**config.mk**
```make
export PLATFORM = sky130hd
export DESIGN_NAME = comm_slave
export DESIGN_NICKNAME = d
export VERILOG_FILES = /design/src/rtl/comm_slave.sv
export SDC_FILE = /design/constraint.sdc
export NUM_CORES = 1
export LEC_CHECK = 0
export BUFFER_PORTS_ARGS = -buffer_cell sky130_fd_sc_hd__buf_2
export CORE_MARGIN = 1
export CORE_UTILIZATION = 56
export DETAILED_ROUTE_END_ITERATION = 6
export PLACE_DENSITY = 0.81
export SYNTH_ARGS = -nofsm -noshare
export SYNTH_HDL_FRONTEND = slang
export SYNTH_SLANG_ARGS = --single-unit
```
**constraint.sdc**
```tcl
create_clock -name clk -period 3.15 [get_ports clk]
set_input_delay 0.63 -clock clk [delete_from_list [all_inputs] [get_ports clk]]
set_output_delay 0.63 -clock clk [all_outputs]
set_load 0.1 [all_outputs]
```
**src/rtl/comm_slave.sv**
```systemverilog
// Copter-side command link endpoint: 3-byte frames in -> cmd/data out; 1-byte responses out via UART handshake.
// Latency: cmd_rdy one cycle after the third byte, trmt one cycle after send_resp; no queueing, send_resp while busy is dropped.
module comm_slave #(
    parameter int TIMEOUT_CYC = 65536
) (
    input  logic        clk,
    input  logic        rst,
    input  logic        rx_rdy,
    input  logic [7:0]  rx_data,
    output logic        cmd_rdy,
    output logic [7:0]  cmd,
    output logic [15:0] data,
    input  logic        clr_cmd_rdy,
    output logic        frm_err,
    input  logic [7:0]  resp,
    input  logic        send_resp,
    output logic [7:0]  tx_data,
    output logic        trmt,
    input  logic        tx_done,
    output logic        tx_busy,
    output logic        resp_sent
);

    localparam logic [16:0] TO_LAST = 17'(TIMEOUT_CYC - 1);

    typedef enum logic [1:0] {RX_IDLE, RX_WAIT_HI, RX_WAIT_LO} rx_state_t;
    typedef enum logic {TX_IDLE, TX_BUSY} tx_state_t;

    rx_state_t   rx_state_q;
    logic [7:0]  cmd_sh_q;
    logic [7:0]  hi_sh_q;
    logic [7:0]  cmd_q;
    logic [15:0] data_q;
    logic        cmd_rdy_q;
    logic        frm_err_q;
    logic [16:0] to_cnt_q;
    logic        timeout;

    tx_state_t   tx_state_q;
    logic [7:0]  tx_data_q;
    logic        trmt_q;
    logic        tx_busy_q;
    logic        resp_sent_q;

    // A byte arriving on the expiry cycle takes priority over the timeout.
    assign timeout = (rx_state_q != RX_IDLE) && !rx_rdy && (to_cnt_q == TO_LAST);

    always_ff @(posedge clk) begin
        if (rst) begin
            rx_state_q <= RX_IDLE;
            cmd_sh_q   <= 8'h00;
            hi_sh_q    <= 8'h00;
            cmd_q      <= 8'h00;
            data_q     <= 16'h0000;
            cmd_rdy_q  <= 1'b0;
            frm_err_q  <= 1'b0;
            to_cnt_q   <= 17'd0;
        end else begin
            frm_err_q <= 1'b0;
            // Frame completion below overrides this clear.
            if (clr_cmd_rdy) cmd_rdy_q <= 1'b0;
            case (rx_state_q)
                RX_IDLE: begin
                    to_cnt_q <= 17'd0;
                    if (rx_rdy) begin
                        cmd_sh_q   <= rx_data;
                        cmd_rdy_q  <= 1'b0;
                        rx_state_q <= RX_WAIT_HI;
                    end
                end
                RX_WAIT_HI: begin
                    if (rx_rdy) begin
                        hi_sh_q    <= rx_data;
                        to_cnt_q   <= 17'd0;
                        rx_state_q <= RX_WAIT_LO;
                    end else if (timeout) begin
                        frm_err_q  <= 1'b1;
                        to_cnt_q   <= 17'd0;
                        rx_state_q <= RX_IDLE;
                    end else begin
                        to_cnt_q <= to_cnt_q + 17'd1;
                    end
                end
                RX_WAIT_LO: begin
                    if (rx_rdy) begin
                        cmd_q      <= cmd_sh_q;
                        data_q     <= {hi_sh_q, rx_data};
                        cmd_rdy_q  <= 1'b1;
                        to_cnt_q   <= 17'd0;
                        rx_state_q <= RX_IDLE;
                    end else if (timeout) begin
                        frm_err_q  <= 1'b1;
                        to_cnt_q   <= 17'd0;
                        rx_state_q <= RX_IDLE;
                    end else begin
                        to_cnt_q <= to_cnt_q + 17'd1;
                    end
                end
                default: rx_state_q <= RX_IDLE;
            endcase
        end
    end

    always_ff @(posedge clk) begin
        if (rst) begin
            tx_state_q  <= TX_IDLE;
            tx_data_q   <= 8'h00;
            trmt_q      <= 1'b0;
            tx_busy_q   <= 1'b0;
            resp_sent_q <= 1'b0;
        end else begin
            trmt_q      <= 1'b0;
            resp_sent_q <= 1'b0;
            case (tx_state_q)
                TX_IDLE: begin
                    if (send_resp) begin
                        tx_data_q  <= resp;
                        trmt_q     <= 1'b1;
                        tx_busy_q  <= 1'b1;
                        tx_state_q <= TX_BUSY;
                    end
                end
                TX_BUSY: begin
                    if (tx_done) begin
                        tx_busy_q   <= 1'b0;
                        resp_sent_q <= 1'b1;
                        tx_state_q  <= TX_IDLE;
                    end
                end
                default: tx_state_q <= TX_IDLE;
            endcase
        end
    end

    assign cmd_rdy   = cmd_rdy_q;
    assign cmd       = cmd_q;
    assign data      = data_q;
    assign frm_err   = frm_err_q;
    assign tx_data   = tx_data_q;
    assign trmt      = trmt_q;
    assign tx_busy   = tx_busy_q;
    assign resp_sent = resp_sent_q;

endmodule

```
Yosys cells after proc, flatten, opt, wreduce, memory -nomap -nowiden:

Cells that the tools add are included.

* logic and storage cells: 57
* bits in registers: 73
* output and inout port bits: 37
* input bits: 22

* equal/unequal tests: 6
* muxes and demuxes: 20
* reductions and logical operators: 15
* bitwise operators: 2
* add/subtract/negate cells: 1

Operators by type and width (number)
* $mux 17: 2
* $pmux 17 s2: 1
* $add 17x1->17 const B: 1
* $eq 17x16->1 const B: 1
* $reduce_and 2->1: 5
* $mux 1: 9
* $mux 2: 4
* $ne 2x2->1 const B: 3
* $pmux 1 s2: 3
* $pmux 2 s3: 1
* $reduce_or 2->1: 3
* $reduce_bool 2->1: 2
* $reduce_or 3->1: 1
* $eq 2x1->1 const B: 1
* $eq 2x2->1 const B: 1
* $logic_and 1x1->1: 2
* $logic_not 2->1: 1
* $not 1->1: 2
* $logic_not 1->1: 1

Depth between registers and ports, before layout:

* depth in word-level cells: 6
* depth in mapped cells: 9
* depth with buffers taken out: 7

Worst setup path after synthesis:

OpenSTA, ideal clock, no wires.

* kind: register to register
* start: register rx_state_q[0]
* end: register to_cnt_q[13]
* arrival time: 1.689 ns
* required time: 3.018 ns
* stages on the path, launching flop included: 10
* slack: 1.328 ns
* library setup time: 0.132 ns
* clock period less this slack: 1.822 ns
* buffers on the path: 2
* cell sequence: dfxtp_1 -> inv_1 -> ha_1 -> buf_2 -> nor4b_2 -> nand4_1 -> o21ai_1 -> buf_2 -> or3_1 -> a31oi_1

* word-level cells in the longest chain between the ends: 6
* elaborated cells between the ends (all ways): 11
* classes of those cells: eq/ne: 2; mux: 3; reduce/logical: 6

RTL lines
* start, declared: line 29 `rx_state_t rx_state_q;`
* start signal, assigned: line 50 `rx_state_q <= RX_IDLE;`
* start signal, assigned: line 68 `rx_state_q <= RX_WAIT_HI;`
* start signal, assigned: line 75 `rx_state_q <= RX_WAIT_LO;`
* $reduce_bool 2->1: line 46 `assign timeout = (rx_state_q != RX_IDLE) && !rx_rdy && (to_cnt_q == TO_LAST);`
* $logic_and 1x1->1 (2 in a row): line 46
* $mux 17: line 76, 91
* $mux 17: line 72 `if (rx_rdy) begin`
* $pmux 17 s2: line 62 `case (rx_state_q)`
* end signal, assigned: line 81 `to_cnt_q <= to_cnt_q + 17'd1;`
* end signal, assigned: line 96 `to_cnt_q <= to_cnt_q + 17'd1;`
* end, declared: line 36 `logic [16:0] to_cnt_q;`

Several ways; a longest one is shown, not always the timed one.
A chain may end at the register's enable or synchronous reset.

Final worst setup path:

* start: register rx_state_q[0]
* end: register to_cnt_q[7]

The elaborated chain is that of the path after synthesis.

==> key figures <==
Status
  – Run status: finished, final reports clean

Critical path
  – CP bufs+invs: 1
  – Critical Path AT: 2.56 ns
  – CP Max Fanout: 13
  – Kind of critical path: reg -> reg
  – Startpoint class of the critical path: flop
  – Critical path capture point type: flop
  – Max stage delay on crit path: 0.65 ns
  – Worst path cell trace: inv_1 -> ha_1 -> nor4b_2 -> nand4_1 -> o21ai_1 -> or3_1 -> a31oi_1
  – Slowest-stage cell, CP: o21ai_1
  – CP delay by family, top: compound AO/OA/AOI/OAI gates
  – Worst path required time: 3.35 ns

Die
  – Row Count: 26
  – Die Y: 74.8 um
  – Die width: 74.8 um
  – Starting Density: 58.0%
  – # IOs: 59
  – Die area: 5590 sq um
  – Placeable Area: 5110 sq um

Route
  – Detail Route Antenna Nets: 0
  – WL per Instance: 12.9 um
  – Post-Route WL: 6440 um
  – Drt initial violations: 159
  – Average vias per placed instance: 5.49
  – DR pass1 iterations: 7
  – Drc violations: 0
  – Vias: 2739

Synthesis
  – Sequential cell area fraction in the yosys report: 49.3%
  – Synthesized area: 2960 sq um
  – Area leader, netlist: dfxtp_1
  – Async SR Flop Fraction: 0%
  – Yosys top cell area share: 49.3%
  – Top post-synthesis cells by count: 114 x nand2_1, 73 x dfxtp_1, 57 x a21oi_1
  – Commonest register cell after synthesis: dfxtp_1
  – Post-Syn Area per Cell: 7.88 sq um
  – Synth area leaders: dfxtp_1 49%, nand2_1 14%, a21oi_1 9.6%, nand3_1 4.6%, a31oi_1 2.7%
  – Synth unique cells: 36
  – Syn Nets: 403
  – Cell with the most instances after synthesis: nand2_1
  – Syn. warnings: 0
  – Synth Register Bits: 73
  – Post-synth EDFFs: 0
  – Synth Instances: 376

Cells and area
  – Ant. Diodes: 0
  – Final nets: 452
  – Filler instances: 468
  – Layout Area Growth over Synthesis: 17.5%
  – Register area: 1460 sq um
  – Final core utilization: 68.2%
  – Multi-input gate area: 1390 sq um
  – Share of cells above drive strength 1: 19.8%

Power
  – Clk pwr share: 37.3%
  – Share of power burned in registers: 46.9%
  – Maximum vdd drop: 0.000416 V
  – Sw Pwr: 0.619 mW
  – Pwr/cell area: 603 nW/um^2
  – Switching Share: 29.5%
  – Combinational share of power: 15.9%
  – Leak Pwr: 1.33 nW
  – Cell-internal power: 1.48 mW

CTS
  – Root buffer cell: clkbuf_8
  – Clock latency at the later pin of the worst-skew pair: 0.34 ns
  – Hold Buf Count CTS: 0
  – Clock-pin slew on the worst setup and hold paths: 0.07 ns
  – Num CTS Buffers: 9
  – Total clock sinks: 73
  – Max clock buf depth: 2
  – H-tree depth: 3
  – Postcts setup bufs: 0
  – CTS tree: built
  – Post-CTS Resized: 0

STA
  – Max Clock Skew: 0.00606 ns
  – # setup viols final: 0
  – Tcrit/Tclk final: 75.1%
  – Highest clock rate: 423 MHz
  – RSZ-0062 raised after global routing: no
  – Min Tclk post-route: 2.37 ns
  – Relative slew margins: 45.4%
  – Final hold viol count: 0
  – Worst Tran Pin Value: 0.819 ns
  – Setup TNS: 0 ns
  – Max Slew Vio Count: 0

Placement
  – DP HPWL: 4400 um
  – Routability Congestion: 0.744
  – Input/output buffers: 58

Global route
  – Initial antenna violation count: 0
  – First-pass GRT wire length: 10300 um
  – Vias in the first global route: 2380
  – Total Routing Usage GR: 24.4%
  – Pin count of the biggest net entering global routing: 41
  – GRT overflow: 0

Hold path
  – Worst hold path type: reg -> reg

Flow run
  – Maxcap violations: 0
## power by group through the flow
stage | clock (mW) | combinational [mW] | sequential, mW
finish | 0.782 | 0.334 | 0.984
global route | 0.822 | 0.362 | 0.988
CTS | 0.794 | 0.335 | 0.983
detailed placement | 0 | 0.334 | 1.00
global placement | 0 | 0.330 | 1.00
floorplan | 0 | 0.161 | 1.11
## cells by family after synthesis
logic type | share of synthesized area [%]
compound gates | 14.7
flops | 49.3
buf+inv | 3.80
fa+ha+maj | 2.11
simple gates | 30.1
## metal layers
layer	up-vias	share of wire [%]	track usage (%)
li1	1382	-	-
met1	1295	45	27.9
met2	50	50	44.0
met3	12	3.2	4.55
met4	0	1.9	11.3
met5	-	0	0
## final timing paths
check                             startpoint                  endpoint  slack (ns)  cells after the start
setup reg to reg  rx_state_q[0]$_SDFFE_PP0P_  to_cnt_q[7]$_SDFFE_PP0P_        0.78                      7
hold / removal       tx_data[4]$_SDFFE_PP0P_   tx_data[4]$_SDFFE_PP0P_        0.45                      2
setup / recovery  rx_state_q[0]$_SDFFE_PP0P_  to_cnt_q[7]$_SDFFE_PP0P_        0.78                      7
hold reg to reg      tx_data[4]$_SDFFE_PP0P_   tx_data[4]$_SDFFE_PP0P_        0.45                      2
## registers in the layout, summed over array words and instances, names as in the netlist
signal	cells
cmd	8
to_cnt_q	17
hi_sh_q	8
cmd_sh_q	8
tx_data	8
tx_state_q	1
resp_sent	1
trmt	1
rx_state_q	2
frm_err	1
data	16
tx_busy	1
cmd_rdy	1
## final cells by class
cell class / instances / area share, %
Multi-Input combinational cell: 275 / 39.9
Clock inverter: 5 / 2.33
Tap cell: 70 / 2.51
Clock buffer: 10 / 3.66
Sequential cell: 73 / 42.0
Timing Repair Buffer: 62 / 9.20
Inverter: 4 / 0.431
## metrics by stage
step                setup WS, ns  power (mW)  instance area, sq um  std cells  hold slack (ns)
finish                     0.785        2.10                  3480        499            0.455
CTS                        0.795        2.11                  3480        499            0.455
global route               0.606        2.17                  3480        499            0.473
floorplan                   1.33        1.27                  2960        376            0.432
global placement           0.832        1.33                  3270        484            0.438
detailed placement         0.769        1.34                  3270        484            0.445
## cell usage in the layout (no fill, tap or decap), drive strengths merged
master    Yosys  final
a211oi        1      1
a21oi        58     58
a31oi        13     13
and2          2      2
and3          4      4
and4          4      4
buf           7     62
bufinv        0      2
clkbuf       17     10
clkinv        0      2
clkinvlp      0      1
dfxtp        73     73
ha            5      5
inv           4      4
nand2       114    114
nand2b        3      3
nand3        28     28
nand3b        2      2
nand4         3      3
nor2          9      9
nor2b         1      1
nor3          3      3
nor4b         2      2
o211ai        1      1
o21ai         6      6
o31ai         2      2
or2           1      1
or3          12     12
or3b          1      1
## worst reg2reg max path: cells and delay by family, from the launching register on
kind                       cells  cell delay, ns
and+or+nand+nor                3            0.69
DFF                            1            0.40
adders and majority gates      1            0.30
AOI/OAI and AO/OA              2            0.73
buffers and inverters          1            0.09
Note: power is estimated with default switching activity, not from simulation.
